## src/rtl/fsqrt_wb_queue.sv

```systemverilog
// Tag delay line and credit-gated result FIFO behind the
// fixed-latency, non-stallable square-root pipeline.
module fsqrt_wb_queue #(
  parameter int LATENCY = 5,
  parameter int TAGW    = 6,
  parameter int DEPTH   = 8
) (
  input  logic            clk,
  input  logic            rstn,
  input  logic            in_valid,
  output logic            in_ready,
  input  logic [TAGW-1:0] in_tag,
  input  logic            flush,
  input  logic [31:0]     sq_y,
  output logic            out_valid,
  input  logic            out_ready,
  output logic [TAGW-1:0] out_tag,
  output logic [31:0]     out_data,
  output logic            err_ovf
);

  localparam int IW = $clog2(LATENCY + 1) + 1;
  localparam int PW = $clog2(DEPTH);
  localparam int CW = PW + 1;
  localparam int SW = ((IW > CW) ? IW : CW) + 1;

  logic [LATENCY-1:0] v_q, v_d;
  logic [TAGW-1:0]    t_q [LATENCY];
  logic [TAGW-1:0]    t_d [LATENCY];
  logic [PW-1:0]      wr_q, wr_d;
  logic [PW-1:0]      rd_q, rd_d;
  logic [CW-1:0]      cnt_q, cnt_d;
  logic [IW-1:0]      inf_q, inf_d;
  logic               err_q, err_d;
  logic [TAGW+31:0]   mem [DEPTH];

  logic acc, arr, pop, push, full;
  logic [SW-1:0] credit;

  // Credit covers both queued and in-flight ops so arrivals always fit.
  assign credit   = SW'(inf_q) + SW'(cnt_q);
  assign in_ready = credit < SW'(DEPTH);
  assign full     = cnt_q == CW'(DEPTH);

  assign acc  = in_valid & in_ready & ~flush;
  assign arr  = v_q[LATENCY-1] & ~flush;
  assign pop  = out_valid & out_ready;
  assign push = arr & (~full | pop);

  assign out_valid = cnt_q != '0;
  assign out_tag   = out_valid ? mem[rd_q][TAGW+31:32] : '0;
  assign out_data  = out_valid ? mem[rd_q][31:0] : '0;
  assign err_ovf   = err_q;

  always_comb begin
    v_d    = {v_q[LATENCY-2:0], acc};
    t_d[0] = in_tag;
    for (int k = 1; k < LATENCY; k++) begin
      t_d[k] = t_q[k-1];
    end
    wr_d  = wr_q + PW'(push);
    rd_d  = rd_q + PW'(pop);
    cnt_d = cnt_q + CW'(push) - CW'(pop);
    inf_d = inf_q + IW'(acc) - IW'(arr);
    err_d = err_q | (arr & full & ~pop);
    if (flush) begin
      v_d   = '0;
      wr_d  = '0;
      rd_d  = '0;
      cnt_d = '0;
      inf_d = '0;
    end
  end

  always_ff @(posedge clk or negedge rstn) begin
    if (!rstn) begin
      v_q   <= '0;
      wr_q  <= '0;
      rd_q  <= '0;
      cnt_q <= '0;
      inf_q <= '0;
      err_q <= 1'b0;
      for (int k = 0; k < LATENCY; k++) begin
        t_q[k] <= '0;
      end
    end else begin
      v_q   <= v_d;
      wr_q  <= wr_d;
      rd_q  <= rd_d;
      cnt_q <= cnt_d;
      inf_q <= inf_d;
      err_q <= err_d;
      for (int k = 0; k < LATENCY; k++) begin
        t_q[k] <= t_d[k];
      end
    end
  end

  // Storage needs no reset: reads are masked while the FIFO is empty.
  always_ff @(posedge clk) begin
    if (push) begin
      mem[wr_q] <= {t_q[LATENCY-1], sq_y};
    end
  end

endmodule

```

## config.mk

```make
export PLATFORM = sky130hd
export DESIGN_NAME = fsqrt_wb_queue
export DESIGN_NICKNAME = d
export VERILOG_FILES = /design/src/rtl/fsqrt_wb_queue.sv
export SDC_FILE = /design/constraint.sdc
export NUM_CORES = 1
export LEC_CHECK = 0
export ABC_AREA = 1
export BUFFER_PORTS_ARGS = -buffer_cell sky130_fd_sc_hd__buf_4
export CORE_MARGIN = 2
export CORE_UTILIZATION = 45
export DETAILED_ROUTE_END_ITERATION = 6
export HOLD_SLACK_MARGIN = 0.03
export PLACE_DENSITY = 0.72
export SLEW_MARGIN = 20
export SYNTH_ARGS = -nofsm -noshare
export SYNTH_HDL_FRONTEND = slang
export SYNTH_SLANG_ARGS = --single-unit
```

## constraint.sdc

```tcl
create_clock -name clk -period 7.92 [get_ports clk]
set_input_delay 1.584 -clock clk [delete_from_list [all_inputs] [get_ports clk]]
set_output_delay 1.584 -clock clk [all_outputs]
set_load 0.005 [all_outputs]
```

==> results of run 1 <==
## cell families (layout without fill, tap and decap cells)
logic type               after synthesis  in the layout
flip-flops                           354            354
AND/OR/NAND/NOR                      696            696
AO/OA/AOI/OAI                         12             12
other                                  0              1
buffers and inverters                402            497
adder cells (fa/ha/maj)               19             19
XOR/XNOR                               2              2
## per-stage QoR
step	setup WS, ns	util (%)	power, uW
final	2.87	51.8	5020
after global routing	2.65	51.8	5300
after CTS	2.88	51.8	5060
after detailed placement	3.44	48.5	3490
after global placement	3.49	48.4	3440
after floorplan	3.84	-	2990
## final cells by class
class,count,share of cell area (%)
diodes,1,0.0145
clock buffers,50,5.68
clock inverters,15,0.636
inverters,337,7.33
multi-input cells,729,18.9
flip-flops and latches,354,60.0
well taps,448,3.24
repair buffers,95,4.23
## synth_stat cells (all sizes together)
library cell	number
nand2	391
inv	337
edfxtp	304
nand3	202
nor2	102
dfrtp	50
buf	43
clkbuf	22
ha	17
a21oi	8
o21ai	3
fa	2
nor3b	1
o21bai	1
xnor2	1
xor2	1
## layout by cell type (no fill, tap or decap)
cell	instances
inv_1	335
inv_6	1
nor2_1	94
dfrtp_4	3
fa_1	2
nand2_1	390
clkbuf_1	11
xor2_1	1
ha_1	17
buf_4	94
inv_4	1
clkinv_2	6
o21ai_0	3
nand3_1	202
bufinv_16	1
buf_16	1
nor2_4	8
dfrtp_1	47
nor3b_1	1
clkinv_8	1
nand2_2	1
xnor2_1	1
a21oi_1	8
edfxtp_1	304
diode_2	1
clkbuf_8	3
o21bai_1	1
clkinvlp_4	1
clkbuf_16	36
clkinv_1	6
## sequential cells by signal, summed over array words and instances (netlist names)
signal	flops
mem	304
t_d	24
t_q	6
v_q	5
cnt_q	4
inf_q	4
rd_q	3
wr_q	3
err_ovf	1
## layer usage
| metal | routed length, microns | vias up | GRT usage, % |
|---|---|---|---|
| met5 | 0 | - | 0 |
| met4 | 676 | 0 | 5.48 |
| met2 | 14900 | 282 | 29.9 |
| met3 | 1940 | 54 | 3.39 |
| li1 | - | 4778 | - |
| met1 | 13300 | 4554 | 23.4 |
## how the worst max path moves through the flow
stage | startpoint | endpoint
6_report | rd_q[0] | out_data[4]
5_1_grt | rd_q[0] | out_data[16]
4_1_cts | rd_q[0] | out_data[4]
3_5_place_dp | rd_q[0] | out_data[4]
3_3_place_gp | rd_q[0] | out_data[4]
2_1_floorplan | flush | mem[0][0]
## worst reg2reg max path, cell delays in order (launching register included)
cell and delay, ns:
dfrtp_1 0.35, inv_1 0.08, ha_1 0.21, nand2_2 0.79
nand2_1 0.16, nand2_1 0.14, nand2_1 0.47, ha_1 0.52
inv_1 0.04, ha_1 0.21, fa_1 0.42, o21ai_0 0.17
a21oi_1 0.06
## report_power, final
| group | leakage (uW) | switching (uW) | internal [uW] | total [uW] |
|---|---|---|---|---|
| Clock | 0.000533 | 671 | 903 | 1570 |
| Combinational | 0.00395 | 789 | 503 | 1290 |
| Sequential | 0.00335 | 94.5 | 2060 | 2150 |
| Total | 0.00783 | 1560 | 3460 | 5020 |
==> impl_metrics.ini, run 1 <==
[setup_path]
critPathBufInv = 3
path_max_fanout = 92
crit_type = register to output port
timing.reg2reg.setup_slack_ns = 4.20
worst_r2r_path_depth = 12
critPathTopFamily = buffers and inverters
critPathCaptureType = output port
r2r-start = cnt_q[2]
timing.rr.end = cnt_q[2]
arrival_ns = 3.46
required_ns = 6.34
slowest_stage = inv_4
critPathMaxStageDelay_ns = 0.74
crit_path_start_kind = register
crit_chain = inv_4 > buf_4 > nand2_1 > nand3_1 > nand3_1 > nand2_1 > nor2_1 > buf_4
crit_cells = 8

[yosys]
synthMuxAreaShare_pct = 0
syn_area_sq_um = 15200
ys_types = 21
synthAdderAreaFrac_pct = 1.66
syn_nets = 1547
synthXorXnorAreaFrac_pct = 0.115
yosysSeqAreaShare_pct = 68.2
synth-simple-area-share_pct = 18.8
syn_inst = 1485
ys_top_cells_by_area = edfxtp_1 60%, nand2_1 9.6%, inv_1 8.3%, dfrtp_1 8.2%, nand3_1 6.6%
yosys.area.top_type = edfxtp_1
synth_top_family_by_area = simple AND/OR/NAND/NOR gates
synth_seq_cells = 354
synth-compound-area-share_pct = 0.411
yosysWarnings = 0
syn_area_per_cell_sq_um = 10.3
synth_top_area_share_pct = 60.0

[layout]
fin_cells = 2029
nNetsFinal = 1615
drive_above_1_share_pct = 9.94
syn_to_final_growth_pct = 13.7
stdcell_area_sq_um = 17300
final-seq-area_sq_um = 10400
fillCellCount = 2861
multi_input_area_sq_um = 3260

[die]
coreArea_sq_um = 33400
die_height_microns = 188
dieArea_sq_um = 35300
rows = 67
die_x_microns = 188
boundaryPins = 84
start_util_pct = 45.5

[clock_network]
cts_buffers = 36
cts-root-buf = clkbuf_16
clock_path_buffers = 3
clk_pin_slew_ns = 0.06
htreeDepth = 2
cts_tree = yes
hold_buffers = 0
clock_sinks = 354
clock_latency_ns = 0.52
postCtsSetupRepairBufs = 0
cts_repair_resize_count = 0

[min_path]
min_to = t_d[4]
hp-class = register to register
hold_path_depth = 0
min_from = t_d[10]

[global_routing]
grtUsageTotal_pct = 17.7
grt_pass1_vias = 9600
grt_overflow_total = 0
grt_pass1_wl_microns = 49700
antenna_found_initial = 1
grt_max_degree = 93

[timing]
slew_violations = 0
fin_skew_ns = 0.0192
grt_setup_unrepaired = no
tightest_slew_ns = 1.10
setup_viol = 0
finalCritPeriodShare_pct = 63.7
setup_tns_ns = 0
final-hold-violation-count = 0
fin_hold_ws_ns = 0.343
fin_crit_ns = 5.05
fmax_mhz = 198
slew_headroom_pct = 26.2

[power_and_ir_drop]
vdd_drop_max_v = 0.000193
power_density_nw_per_um2 = 290
p_leak_uw = 0.00783

[flow_run]
drv_cap = 0

[placement]
dp_cells = 1963
portBuffers = 83
dp_hpwl_microns = 16500
postPlaceCellArea_sq_um = 16200
place_congestion = 0.770

[detailed_routing]
first_pass_iters = 6
routedWlPerCell_microns = 15.2
drc = 0
wl_microns = 30800
vias = 9668
first_iter_violations = 666
final_antenna_net_count = 0
viasPerCell = 4.76

[outcome]
outcome = completed
No activity file was read; power rests on OpenSTA's default activity.
==> inputs of run 2 (changes only) <==
==> constraint.sdc (replaced) <==
create_clock -name clk -period 4.66 [get_ports clk]
set_input_delay 0.932 -clock clk [delete_from_list [all_inputs] [get_ports clk]]
set_output_delay 0.932 -clock clk [all_outputs]
set_load 0.005 [all_outputs]
==> impl_metrics.ini, run 2 (synthesis gave the netlist of run 1 again) <==
[timing]
finalCritPeriodShare_pct = 77.1
final-hold-violation-count = 0
slew_headroom_pct = 32.5
fmax_mhz = 278
grt_setup_unrepaired = no
tightest_slew_ns = 1.01
fin_crit_ns = 3.59
slew_violations = 0
fin_ws_ns = 1.07
setup_tns_ns = 0
setup_viol = 0
fin_skew_ns = 0.0102

[die]
boundaryPins = 84
start_util_pct = 45.5
die_x_microns = 188
dieArea_sq_um = 35300
die_height_microns = 188
coreArea_sq_um = 33400
rows = 67

[clock_network]
htreeDepth = 2
cts_buffers = 37
cts-root-buf = clkbuf_16
clock_path_buffers = 3
clock_sinks = 354
cts_repair_resize_count = 0
cts_tree = yes
hold_buffers = 0
clock_latency_ns = 0.51
clk_pin_slew_ns = 0.06
postCtsSetupRepairBufs = 0

[setup_path]
crit_path_start_kind = register
crit_type = register to output port
timing.reg2reg.setup_slack_ns = 1.80
worst_r2r_path_depth = 12
timing.rr.end = cnt_q[2]
crit_path_start = rd_q[1]
endpoint = out_data[3]
r2r-start = cnt_q[2]
critPathCaptureType = output port
arrival_ns = 2.66
required_ns = 3.73
path_max_fanout = 47

[layout]
most-common-layout-cells = 390 x nand2_1, 335 x inv_1, 304 x edfxtp_1
largest_reg_flops = 304
drive_above_1_share_pct = 10.9
layout_commonest_cell = nand2_1
diodes = 0
stdcell_area_sq_um = 17500
fin_cells = 2039
fillCellCount = 2866
top_register = mem
nNetsFinal = 1625
postLayoutCoreUtil_pct = 52.2
syn_to_final_growth_pct = 14.8

[placement]
portBuffers = 83
postPlaceCellArea_sq_um = 16300
place_congestion = 0.786
dp_hpwl_microns = 17200
dp_cells = 1972
place_ws_ns = 1.16

[global_routing]
antenna_found_initial = 0
grt_pass1_vias = 9631
grtUsageTotal_pct = 17.6
grt_max_degree = 81
grt_overflow_total = 0
grt_pass1_wl_microns = 49500

[detailed_routing]
vias = 9712
first_pass_iters = 5
viasPerCell = 4.76
drc = 0
wl_microns = 30400
final_antenna_net_count = 0
routedWlPerCell_microns = 14.9
first_iter_violations = 745

[power_and_ir_drop]
vdd_drop_max_v = 0.000319
power_density_nw_per_um2 = 500
p_leak_uw = 0.00794

[outcome]
outcome = completed

[flow_run]
drv_cap = 0

[min_path]
hold_path_depth = 0
hp-class = register to register
run 2: cell types whose count changed in the layout (fill, tap and decap cells not counted), sizes merged:
cell	before	now
diode	1	0
inv	337	340
clkbuf	50	46
buf	95	104
bufinv	1	4
run 2: area by class of cell:
cell class / instances / area, sq um / share of cell area, %
Timing Repair Buffer: 104 / 793 / 4.54
Clock buffer: 46 / 980 / 5.61
Sequential cell: 354 / 10400 / 59.5
Multi-Input combinational cell: 729 / 3260 / 18.7
Clock inverter: 21 / 218 / 1.25
Inverter: 337 / 1270 / 7.26
Tap cell: 448 / 561 / 3.21
run 2: per-stage QoR:
| step | total power [uW] | hold WS [ns] |
|---|---|---|
| 2_1_floorplan | 5090 | 0.331 |
| 3_3_place_gp | 5880 | 0.331 |
| 3_5_place_dp | 5920 | 0.335 |
| 4_1_cts | 8820 | 0.347 |
| 5_1_grt | 9230 | 0.349 |
| 6_report | 8730 | 0.344 |
run 2: worst min path at each step:
stage / from / end / slack [ns]
2_1_floorplan: t_d[6] / t_d[0] / 0.33
3_3_place_gp: t_d[3] / t_q[3] / 0.33
3_5_place_dp: t_d[6] / t_d[0] / 0.33
4_1_cts: t_d[4] / t_q[4] / 0.35
5_1_grt: t_d[10] / t_d[4] / 0.35
6_report: t_d[22] / t_d[16] / 0.34
run 2: worst max-delay path, cell delays in order, from the launching register on:
cell and delay, ns:
dfrtp_4 0.71, clkinv_2 0.12, buf_4 0.50, nand3_1 0.16, nand3_1 0.10, nand2_1 0.07
nor2_1 0.28, buf_4 0.18
run 2: metal layers:
metal  up-vias  GRT usage, %  routed length, microns
met5         -             0                       0
met4         0          5.03                     615
met3        49          3.13                    1860
met2       282          30.0                   14600
met1      4588          23.1                   13300
li1       4793             -                       -
run 2: power by group:
part           internal [uW]  leakage, uW  switching (uW)
clock network           1730     0.000591            1170
logic                    851      0.00400            1400
registers               3500      0.00335            85.5
